`config.mk`:
```
export PLATFORM = sky130hd
export DESIGN_NAME = set_key_ctrl
export DESIGN_NICKNAME = d
export VERILOG_FILES = /design/src/rtl/set_key_ctrl_pkg.sv /design/src/rtl/set_key_ctrl_key_debounce.sv /design/src/rtl/set_key_ctrl.sv
export SDC_FILE = /design/constraint.sdc
export NUM_CORES = 1
export LEC_CHECK = 0
export CORE_ASPECT_RATIO = 1.2
export CORE_MARGIN = 8
export CORE_UTILIZATION = 50
export DETAILED_ROUTE_END_ITERATION = 10
export DONT_BUFFER_PORTS = 1
export GPL_TIMING_DRIVEN = 0
export SETUP_SLACK_MARGIN = 0.5
export SYNTH_ARGS = -nofsm -noshare
export SYNTH_HDL_FRONTEND = slang
export SYNTH_HIERARCHICAL = 1
export SYNTH_SLANG_ARGS = --single-unit
```
`constraint.sdc`:
```
create_clock -name clk -period 2.7 [get_ports clk]
set_clock_uncertainty 0.1 [all_clocks]
set_input_delay 0 -clock clk [delete_from_list [all_inputs] [get_ports clk]]
set_output_delay 0 -clock clk [all_outputs]
set_load 0.02 [all_outputs]
```
`src/rtl/set_key_ctrl_pkg.sv`:
```
// Shared encodings for the front-panel key controller: field-select codes
// and the INC hold-to-repeat state machine.
package set_key_ctrl_pkg;

  localparam logic [1:0] SEL_RUN  = 2'b00;
  localparam logic [1:0] SEL_SEC  = 2'b01;
  localparam logic [1:0] SEL_MIN  = 2'b10;
  localparam logic [1:0] SEL_HOUR = 2'b11;

  typedef enum logic [1:0] {
    IDLE   = 2'd0,
    HOLD   = 2'd1,
    REPEAT = 2'd2,
    LOCK   = 2'd3
  } rep_state_e;

endpackage

```
`src/rtl/set_key_ctrl_key_debounce.sv`:
```
// One push-button input path: 2-flop synchroniser, stability counter and
// a one-cycle press strobe that rises together with the debounced level.
module key_debounce #(
  parameter int DEBOUNCE_CYCLES = 20
) (
  input  logic clk,
  input  logic cr,
  input  logic key_raw,
  output logic key_level,
  output logic key_press
);

  localparam int CW = $clog2(DEBOUNCE_CYCLES + 1);
  localparam logic [CW-1:0] CNT_LAST = CW'(DEBOUNCE_CYCLES - 1);

  logic          sync1_q, sync2_q;
  logic          level_q, level_d;
  logic          press_q, press_d;
  logic [CW-1:0] cnt_q, cnt_d;

  // Counter only runs while the synchronised input disagrees with the level.
  always_comb begin
    cnt_d   = '0;
    level_d = level_q;
    press_d = 1'b0;
    if (sync2_q != level_q) begin
      if (cnt_q >= CNT_LAST) begin
        level_d = sync2_q;
        press_d = sync2_q;
      end else begin
        cnt_d = cnt_q + 1'b1;
      end
    end
  end

  always_ff @(posedge clk) begin
    if (!cr) begin
      sync1_q <= 1'b0;
      sync2_q <= 1'b0;
      level_q <= 1'b0;
      press_q <= 1'b0;
      cnt_q   <= '0;
    end else begin
      sync1_q <= key_raw;
      sync2_q <= sync1_q;
      level_q <= level_d;
      press_q <= press_d;
      cnt_q   <= cnt_d;
    end
  end

  assign key_level = level_q;
  assign key_press = press_q;

endmodule

```
`src/rtl/set_key_ctrl.sv`:
```
// Key controller feeding the timekeeping core: MODE steps the set field,
// INC issues confirm strobes with hold-to-repeat, inactivity returns to run.
module set_key_ctrl
  import set_key_ctrl_pkg::*;
#(
  parameter int DEBOUNCE_CYCLES = 20,
  parameter int REPEAT_DELAY    = 500,
  parameter int REPEAT_PERIOD   = 100,
  parameter int TIMEOUT_CYCLES  = 10000
) (
  input  logic       clk,
  input  logic       cr,
  input  logic       key_mode,
  input  logic       key_inc,
  output logic [1:0] clock_set_select,
  output logic       set_confirm,
  output logic       setting
);

  localparam int REP_MAX = (REPEAT_DELAY > REPEAT_PERIOD) ? REPEAT_DELAY : REPEAT_PERIOD;
  localparam int RW = $clog2(REP_MAX + 1);
  localparam int TW = $clog2(TIMEOUT_CYCLES + 1);
  localparam logic [RW-1:0] R_DELAY  = RW'(REPEAT_DELAY);
  localparam logic [RW-1:0] R_PERIOD = RW'(REPEAT_PERIOD);
  localparam logic [RW-1:0] R_ONE    = RW'(1);
  localparam logic [TW-1:0] T_LAST   = TW'(TIMEOUT_CYCLES - 1);

  logic mode_level, mode_press, inc_level, inc_press;
  logic mode_prev_q, inc_prev_q;
  logic key_edge, timeout, pulse;

  rep_state_e    state_q, state_d;
  logic [1:0]    sel_q, sel_d;
  logic [RW-1:0] rcnt_q, rcnt_d;
  logic [TW-1:0] tcnt_q, tcnt_d;
  logic          confirm_q, confirm_d;
  logic          setting_q, setting_d;

  key_debounce #(.DEBOUNCE_CYCLES(DEBOUNCE_CYCLES)) u_mode_db (
    .clk(clk), .cr(cr), .key_raw(key_mode), .key_level(mode_level), .key_press(mode_press)
  );

  key_debounce #(.DEBOUNCE_CYCLES(DEBOUNCE_CYCLES)) u_inc_db (
    .clk(clk), .cr(cr), .key_raw(key_inc), .key_level(inc_level), .key_press(inc_press)
  );

  always_ff @(posedge clk) begin
    if (!cr) begin
      state_q     <= IDLE;
      sel_q       <= SEL_RUN;
      rcnt_q      <= '0;
      tcnt_q      <= '0;
      confirm_q   <= 1'b0;
      setting_q   <= 1'b0;
      mode_prev_q <= 1'b0;
      inc_prev_q  <= 1'b0;
    end else begin
      state_q     <= state_d;
      sel_q       <= sel_d;
      rcnt_q      <= rcnt_d;
      tcnt_q      <= tcnt_d;
      confirm_q   <= confirm_d;
      setting_q   <= setting_d;
      mode_prev_q <= mode_level;
      inc_prev_q  <= inc_level;
    end
  end

  // A MODE press aborts any repeat; the previous strobe gates the next so
  // strobes never land back to back even with a one-cycle period.
  always_comb begin
    key_edge = (mode_level != mode_prev_q) || (inc_level != inc_prev_q);
    timeout  = (sel_q != SEL_RUN) && (tcnt_q == T_LAST) && !key_edge;
    state_d  = state_q;
    sel_d    = sel_q;
    rcnt_d   = rcnt_q;
    pulse    = 1'b0;

    if (mode_press) sel_d = sel_q + 2'd1;

    unique case (state_q)
      IDLE: begin
        if (inc_press) begin
          if (mode_press) begin
            state_d = LOCK;
          end else if (sel_q != SEL_RUN) begin
            pulse   = 1'b1;
            state_d = HOLD;
            rcnt_d  = R_DELAY;
          end
        end
      end
      HOLD, REPEAT: begin
        if (!inc_level) begin
          state_d = IDLE;
        end else if (mode_press) begin
          state_d = LOCK;
        end else if ((rcnt_q <= R_ONE) && !confirm_q && (sel_q != SEL_RUN)) begin
          pulse   = 1'b1;
          state_d = REPEAT;
          rcnt_d  = R_PERIOD;
        end else if (rcnt_q > R_ONE) begin
          rcnt_d = rcnt_q - 1'b1;
        end
      end
      LOCK: begin
        if (!inc_level) state_d = IDLE;
      end
      default: state_d = IDLE;
    endcase

    if (timeout) begin
      sel_d   = SEL_RUN;
      state_d = IDLE;
      pulse   = 1'b0;
    end

    if ((sel_q == SEL_RUN) || key_edge || timeout) begin
      tcnt_d = '0;
    end else if (!mode_level && !inc_level && (tcnt_q != T_LAST)) begin
      tcnt_d = tcnt_q + 1'b1;
    end else begin
      tcnt_d = tcnt_q;
    end
  end

  always_comb begin
    confirm_d = pulse;
    setting_d = (sel_d != SEL_RUN);
  end

  assign clock_set_select = sel_q;
  assign set_confirm      = confirm_q;
  assign setting          = setting_q;

endmodule
```
==> results of run 1 <==
-- worst max-delay path, stage by stage, from the launching register on --
cell                       delay (ns)
sky130_fd_sc_hd__dfxtp_2         0.38
sky130_fd_sc_hd__inv_1           0.11
sky130_fd_sc_hd__ha_1            0.35
sky130_fd_sc_hd__and3b_1         0.27
sky130_fd_sc_hd__o211ai_1        0.44
sky130_fd_sc_hd__buf_4           0.19
sky130_fd_sc_hd__o211ai_1        0.08
sky130_fd_sc_hd__o21ai_0         0.10
-- metrics by stage --
| stage | instance area [µm²] | power (mW) |
|---|---|---|
| 6_report | 2710 | 1.18 |
| 5_1_grt | 2710 | 1.23 |
| 2_1_floorplan | 2470 | 0.753 |
| 3_3_place_gp | 2550 | 0.756 |
| 4_1_cts | 2670 | 1.20 |
| 3_5_place_dp | 2550 | 0.756 |
-- area by class of cell --
type / instances / area [µm²] / area share
Buffer: 8 / 35.0 / 0.0129
Clock buffer: 6 / 72.6 / 0.0267
Clock inverter: 2 / 13.8 / 0.00507
Inverter: 14 / 52.6 / 0.0194
Multi-Input combinational cell: 204 / 1440 / 0.529
Sequential cell: 49 / 983 / 0.362
Tap cell: 60 / 75.1 / 0.0277
Timing Repair Buffer: 5 / 45.0 / 0.0166
-- cells in the final DEF (no fill, tap or decap), types with 6 or more instances in the layout --
cell                      instances
sky130_fd_sc_hd__nand4_1          7
sky130_fd_sc_hd__nand2_1         19
sky130_fd_sc_hd__dfxtp_1         47
sky130_fd_sc_hd__and2_1           9
sky130_fd_sc_hd__or3_1            7
sky130_fd_sc_hd__nor2_1          19
sky130_fd_sc_hd__ha_1             9
sky130_fd_sc_hd__a21oi_1         14
sky130_fd_sc_hd__nand3_1         13
sky130_fd_sc_hd__inv_1           14
sky130_fd_sc_hd__xor2_1           7
sky130_fd_sc_hd__o31ai_1          7
sky130_fd_sc_hd__or4_1            6
sky130_fd_sc_hd__o21ai_0         13
-- timing repair --
action | in CTS | in global routing
gates cloned | 0 | 1
setup endpoints to repair | 12 | 24
pin swaps | 0 | 1
hold buffers | 3 | 0
setup buffers | 0 | 2
resized for setup | 2 | 9
endpoints found under the hold margin | 35 | 0
-- metal layers --
layer | vias up | part of all wire
met2 | 51 | 0.48
met4 | 0 | 0.011
met3 | 6 | 0.042
met1 | 951 | 0.47
met5 | - | 0
li1 | 1054 | -
-- Yosys cell counts (2+ instances only) --
cell	count	area [µm²]
sky130_fd_sc_hd__a2111oi_0	2	17.5
sky130_fd_sc_hd__a2111oi_2	2	30.0
sky130_fd_sc_hd__a211oi_1	4	30.0
sky130_fd_sc_hd__a21boi_0	2	15.0
sky130_fd_sc_hd__a21oi_1	14	70.1
sky130_fd_sc_hd__a41oi_1	3	26.3
sky130_fd_sc_hd__and2_1	9	56.3
sky130_fd_sc_hd__and4_1	3	26.3
sky130_fd_sc_hd__buf_2	3	15.0
sky130_fd_sc_hd__clkbuf_1	5	18.8
sky130_fd_sc_hd__dfxtp_1	49	981
sky130_fd_sc_hd__ha_1	9	113
sky130_fd_sc_hd__inv_1	14	52.6
sky130_fd_sc_hd__mux2i_1	4	40.0
sky130_fd_sc_hd__nand2_1	19	71.3
sky130_fd_sc_hd__nand2b_1	3	18.8
sky130_fd_sc_hd__nand3_1	13	65.1
sky130_fd_sc_hd__nand4_1	7	43.8
sky130_fd_sc_hd__nor2_1	20	75.1
sky130_fd_sc_hd__nor3_1	4	20.0
sky130_fd_sc_hd__nor4b_1	4	35.0
sky130_fd_sc_hd__o211ai_1	2	15.0
sky130_fd_sc_hd__o211ai_2	2	25.0
sky130_fd_sc_hd__o21ai_0	13	65.1
sky130_fd_sc_hd__o21bai_1	2	15.0
sky130_fd_sc_hd__o22ai_1	4	25.0
sky130_fd_sc_hd__o311ai_0	2	17.5
sky130_fd_sc_hd__o31ai_1	7	52.6
sky130_fd_sc_hd__or2b_2	2	17.5
sky130_fd_sc_hd__or3_1	7	43.8
sky130_fd_sc_hd__or4_1	6	45.0
sky130_fd_sc_hd__xnor2_1	5	43.8
sky130_fd_sc_hd__xor2_1	7	61.3
-- sequential cells by signal, summed over array words and instances, names as in the netlist, 2 cells and up --
register	count
state_q	2
u_mode_db/cnt_q	5
clock_set_select	2
rcnt_q	9
u_inc_db/cnt_q	5
tcnt_q	14
-- power groups by stage --
| stage | Combinational (mW) | Clock [mW] | Sequential [mW] |
|---|---|---|---|
| after floorplan | 0.00907 | 0 | 0.744 |
| after global placement | 0.0117 | 0 | 0.745 |
| after detailed placement | 0.0116 | 0 | 0.745 |
| after CTS | 0.0182 | 0.453 | 0.728 |
| after global routing | 0.0210 | 0.479 | 0.728 |
| final | 0.0187 | 0.436 | 0.728 |
-- cells by family (layout without fill, tap and decap cells) --
| logic type | Yosys count | in the layout |
|---|---|---|
| xor+xnor | 12 | 12 |
| fa+ha+maj | 9 | 9 |
| mux | 4 | 4 |
| compound gates | 71 | 72 |
| flops | 49 | 49 |
| buf+inv | 22 | 35 |
| simple gates | 107 | 107 |
-- worst min-delay path by stage --
stage                            end  depth (start not counted)  startpoint
CTS                        rcnt_q[2]                          2          cr
finish                     rcnt_q[2]                          2          cr
detailed placement  u_inc_db/sync1_q                          1          cr
global placement    u_inc_db/sync2_q                          1          cr
floorplan           u_inc_db/sync1_q                          1          cr
global route               rcnt_q[2]                          2          cr
==> reports/metrics.sh, run 1 <==
POST-DP-HPWL_MM=3.50
CLK_ROOT_BUFFER_CELL='sky130_fd_sc_hd__clkbuf_8'
DIE_AREA_UM2=7460
GRTUSAGEMET3=0.0278
SETUP.WORST_PATH.END_CLASS='register'
DRT_DRC_VIOLATIONS_LEFT=0
INTERNAL_POWER_mW=0.919
OUTCOME='finished clean'
AREA_DELTA_SYNTH_FINAL_PCT=9.82
ASYNCSETRESETFLOPFRACSYNTH=0
GRT_PASS1_WL_MM=8.49
FINALSETUPVIOLCOUNT=0
WORST_EP_REQUIRED_NS=2.82
MET1_USAGE=0.166
NETS=300
SYN-MEAN-INSTANCE-AREA_UM2=9.02
PATH_CLASS='reg2reg'
CLOCK_INSERTION_DELAY_WORST_SKEW_NS=0.30
FLOORPLAN.DIE.HEIGHT_UM=93.0
LAYOUTNONFILLERINSTCOUNT=348
FIRSTDRTPASSITERS=4
PIN_COUNT_OF_THE_BIGGEST_NET_ENTERING_GLOBAL_ROUTING=16
RR_ENDPOINT='rcnt_q[6]'
DRV_SLEW=0
FINAL.SETUP.WORST_SLACK_NS=0.608
CTS_BUFS_INSERTED=5
MIN_PERIOD_NS=2.09
ROUTED-VIA-COUNT=2062
POSTSYNTHCELLCOUNT=274
LEAKAGE_nW=0.971
FIRST_GLOBAL_VIAS=1909
TRITONCTS='built'
GRT_USE_MET2=0.236
REG2REG_SLACK_NS=0.61
DRTANTENNAVIOLNETS=0
COMBPWRFRAC=0.016
SYNTH_FP_NETS=287
YOSYS_WARNINGS=6
POWER.SWITCHING_mW=0.263
YOSYS-MUX-AREA-FRACTION=0.0162
NUM_ANTENNA_CELLS=0
LAYOUT_WORST_PATH_CYCLE_SHARE=0.775
POWER_SWITCHING_SHARE=0.222
SYNTH_TOP_FAMILY_BY_AREA='simple AND/OR/NAND/NOR gates'
REGTOREGSTARTPOINT='clock_set_select[0]'
SYNTH_COMPOUND_AREA_FRAC=0.216
WIRE_LENGTH_REPORTED_BY_THE_DETAILED_ROUTER_MM=4.99
MAX_FREQ_GHz=0.478
NUMBER_OF_INSERTED_FILLER_CELLS_IN_THE_FINAL_LAYOUT=459
NUMBER_OF_ENABLE_TYPE_REGISTER_CELLS_IN_THE_SYNTHESIZED_NETLIST=0
WORST-ENDPOINT-ARRIVAL_NS=2.22
CLK_PATH_BUF_DEPTH=2
LAUNCHING_ELEMENT_OF_THE_WORST_SETUP_PATH='clock_set_select[0]'
HTREEDEPTH=2
POWER.SHARE.CLOCK=0.369
NUMCLOCKSINKS=49
ROW_COUNT=28
POST_SYNTHESIS_SEQUENTIAL_AREA_RATIO=0.397
POST_SYNTH_XOR_AREA_FRACTION=0.0425
ROUTEDWLPERCELL_UM=14.3
POST_DRT_VIA_CELL_RATIO=5.93
SYNTH_ADDER_AREA_SHARE=0.0456
STARTPOINT_TYPE_OF_THE_WORST_SETUP_PATH='register'
DRT-INITIAL-DRC-COUNT=69
VDD.IR_DROP.WORST_mV=0.357
WHS_NS=0.00691
UNREPAIRED_SETUP_ENDPOINTS_AFTER_GLOBAL_ROUTING='no'
GLOBALPLACE.CONGESTION=0.883
LAYOUT-DRIVE-GT1-SHARE=0.104
DESIGN.CORE.AREA_UM2=4830
DP.CELLS=334
PRE_CTS_WS_NS=0.443
CRITPATHMAXFANOUT=6
WORST_PIN_SLEW_NS=0.593
DIE-WIDTH_UM=80.2
CLK_TRANSITION_REPORTED_PATHS_NS=0.09
INITIAL_UTILIZATION=0.511
CELLPOWERDENSITY_nW_PER_UM2=436
POST_SYNTH_AND_OR_NAND_NOR_AREA_FRACTION=0.248
SYN_AREA_UM2=2470
CAP_VIOL_MAX_COUNT=0
CRITICAL_PATH.ENDPOINT='rcnt_q[6]'
YOSYS_REGISTER_BITS=49
GRT_ANTENNA_BEFORE_REPAIR=0
PLACEMENT.IO_BUFFERS=0
FF2FF_PATH_DEPTH=7
GLOBAL_ROUTE.PEAK_USAGE_LAYER='met2'
FINALSETUPTNS_NS=0
TIMING_HOLD_VIOLATIONS_FINAL=0
GLOBAL_ROUTE.USAGE.TOTAL=0.138
PIN_COUNT=8
POST-ROUTE-UTIL=0.561
YS.FLOP_TYPE='sky130_fd_sc_hd__dfxtp_1'
OVERFLOW=0
WORST_HOLD_PATH_TYPE='in2reg'
MAXSLEWHEADROOM=0.602
P_SEQ_FRAC=0.616
YOSYS.CELL_TYPES.COUNT=55
(Power assumes the default switching activity.)
==> run 2, diff against run 1 <==
Clock period 2.7 ns to 2 ns, I/O delays scaled along.
==> reports/metrics.sh, run 2 (synthesis gave the netlist of run 1 again) <==
INITIAL_UTILIZATION=0.511  # unchanged
PATH_CLASS='reg2reg'
DRV_SLEW=0  # unchanged
GRT_ANTENNA_BEFORE_REPAIR=0  # unchanged
NUMCLOCKSINKS=49  # unchanged
FLOORPLAN.DIE.HEIGHT_UM=93.0  # unchanged
POST_DRT_VIA_CELL_RATIO=5.93  # about the same
UNREPAIRED_SETUP_ENDPOINTS_AFTER_GLOBAL_ROUTING='yes'
CELLPOWERDENSITY_nW_PER_UM2=477  # +9.6%
WHS_NS=0.0642  # +0.0573 ns
WORST_HOLD_PATH_TYPE='in2reg'
PIN_COUNT=8  # unchanged
LAYOUT_WORST_PATH_CYCLE_SHARE=0.885  # +0.110
GRT_PASS1_WL_MM=9.80  # +15%
DESIGN.CORE.AREA_UM2=4830  # unchanged
GLOBAL_ROUTE.USAGE.TOTAL=0.158  # +0.0194
DRTANTENNAVIOLNETS=0  # unchanged
LEAKAGE_nW=1.21  # +25%
PLACEMENT.IO_BUFFERS=0  # unchanged
DIE_AREA_UM2=7460  # unchanged
CAP_VIOL_MAX_COUNT=0  # unchanged
AREA_DELTA_SYNTH_FINAL_PCT=37.0
TRITONCTS='built'
CLOCK_INSERTION_DELAY_WORST_SKEW_NS=0.31  # about the same
DRT_DRC_VIOLATIONS_LEFT=0  # unchanged
POST-DP-HPWL_MM=3.55  # +1.5%
POST-ROUTE-UTIL=0.700  # +0.139
DP.CELLS=334  # unchanged
CP_TOP_FAMILY='simple AND/OR/NAND/NOR gates'
LAYOUT.CELL_AREA.NON_FILLER_UM2=3390  # +25%
HTREEDEPTH=2  # unchanged
CLK_TRANSITION_REPORTED_PATHS_NS=0.10  # about the same
ROUTED-VIA-COUNT=2240  # +8.6%
WORST-ENDPOINT-ARRIVAL_NS=1.92  # -0.30 ns
VDD.IR_DROP.WORST_mV=0.435  # +22%
CLK_PATH_BUF_DEPTH=2  # unchanged
TIMING_HOLD_VIOLATIONS_FINAL=0  # unchanged
OVERFLOW=0  # unchanged
LAYOUTNONFILLERINSTCOUNT=378  # +8.6%
PIN_COUNT_OF_THE_BIGGEST_NET_ENTERING_GLOBAL_ROUTING=18  # +2
NUM_ANTENNA_CELLS=0  # unchanged
WORST_PIN_SLEW_NS=0.641  # +0.0484 ns
LAYOUT_TOP_REGISTERS='tcnt_q x14, rcnt_q x9'
CRITICAL-PATH-SLOWEST-CELL='sky130_fd_sc_hd__a311o_2'
CTS_BUFS_INSERTED=5  # unchanged
MIN_PERIOD_NS=1.77  # -0.322 ns
NETS=330  # +10%
MAXSLEWHEADROOM=0.573  # -0.0293
WORSTPATHBUFFERINVERTERCOUNT=2  # unchanged
MAX_FREQ_GHz=0.565  # +18%
FINALSETUPVIOLCOUNT=0  # unchanged
ROW_COUNT=28  # unchanged
DIE-WIDTH_UM=80.2  # unchanged
FIRSTDRTPASSITERS=4  # unchanged
WORST_EP_REQUIRED_NS=2.15  # -0.67 ns
PLACE_AREA_UM2=2730  # +7.3%
FIRST_GLOBAL_VIAS=2129  # +12%
WIRE_LENGTH_REPORTED_BY_THE_DETAILED_ROUTER_MM=5.85  # +17%
CLK_ROOT_BUFFER_CELL='sky130_fd_sc_hd__clkbuf_8'
SETUP.WORST_PATH.END_CLASS='register'
DRT-INITIAL-DRC-COUNT=153  # +120%
ROUTEDWLPERCELL_UM=15.5  # +7.9%
OUTCOME='finished clean'
LAYOUT.CELLS.MOST_COMMON_LIST='sky130_fd_sc_hd__buf_4, sky130_fd_sc_hd__dfxtp_1, sky130_fd_sc_hd__nor2_1'
GLOBALPLACE.CONGESTION=0.794  # -10%
FINALSETUPTNS_NS=0  # unchanged
CRITPATHMAXFANOUT=5  # -1
LARGEST-REGISTER='tcnt_q'
STARTPOINT_TYPE_OF_THE_WORST_SETUP_PATH='register'
FINAL_COMMON_CELL='sky130_fd_sc_hd__buf_4'
LARGEST_REGISTER_FFS=14  # unchanged
TIMING.CRITICAL_PATH.SLOWEST_CELL_DELAY_NS=0.36  # -0.08 ns
LAYOUT-DRIVE-GT1-SHARE=0.381  # +0.276
PATH_CELLS='buf_6 -> or2_0 -> clkbuf_8 -> a311o_2 -> or3_1 -> a21oi_2'
-- run 2: changes by cell type in the layout (fill, tap and decap cells not counted), sizes merged --
cell          previous run  this run
clkinvlp                 0         2
inv                     15        14
dlygate4sd3              3         2
o211ai                   5         4
a311o                    1         2
dlymetal6s4s             0         1
buf                      5        35
clkbuf                  11        10
-- run 2: per-stage QoR --
stage / power (mW) / worst slack, ns
finish: 1.62 / 0.229
global route: 1.68 / 0.171
CTS: 1.65 / 0.236
detailed placement: 1.02 / -0.0135
global placement: 1.02 / -0.0164
floorplan: 1.02 / 0.260
-- run 2: per-layer routing --
layer  track usage  wire length (µm)
met1         0.203              2720
met2         0.261              2900
met3        0.0336               180
met4        0.0380                49
met5             0                 0
-- run 2: what timing repair did --
action | CTS | global route
endpoints found under the setup margin | 32 | 41
hold buffers | 3 | 0
gates cloned | 3 | 0
pin swaps | 24 | 22
buffers inserted | 23 | 7
hold endpoints to repair | 35 | 0
gates resized for setup | 32 | 39
-- run 2: cell type report --
class,instances,area [µm²]
Clock buffer,5,68.8
Clock inverter,3,25.0
Timing Repair Buffer,35,307
Multi-Input combinational cell,204,1730
Fill cell,373,1450
Inverter,14,61.3
Buffer,8,96.3
Tap cell,60,75.1
Sequential cell,49,1030
-- run 2: final timing paths --
path,slack [ns],start,to,depth (start not counted)
max,0.23,u_inc_db/key_level,tcnt_q[8],6
min,0.06,cr,rcnt_q[2],2
max reg2reg,0.23,u_inc_db/key_level,tcnt_q[8],6
min reg2reg,0.34,u_mode_db/sync1_q,u_mode_db/sync2_q,1
-- run 2: power by group --
part           switching [mW]  total [mW]  leakage (nW)  internal (mW)
logic                  0.0165      0.0303         0.759         0.0138
registers             0.00321       0.972         0.409          0.969
clock network           0.360       0.613        0.0447          0.253
-- run 2: worst reg2reg max path, stage by stage, from the launching register on --
cell                       delay [ns]
sky130_fd_sc_hd__dfxtp_2         0.34
sky130_fd_sc_hd__buf_6           0.12
sky130_fd_sc_hd__or2_0           0.20
sky130_fd_sc_hd__clkbuf_8        0.15
sky130_fd_sc_hd__a311o_2         0.36
sky130_fd_sc_hd__or3_1           0.34
sky130_fd_sc_hd__a21oi_2         0.12
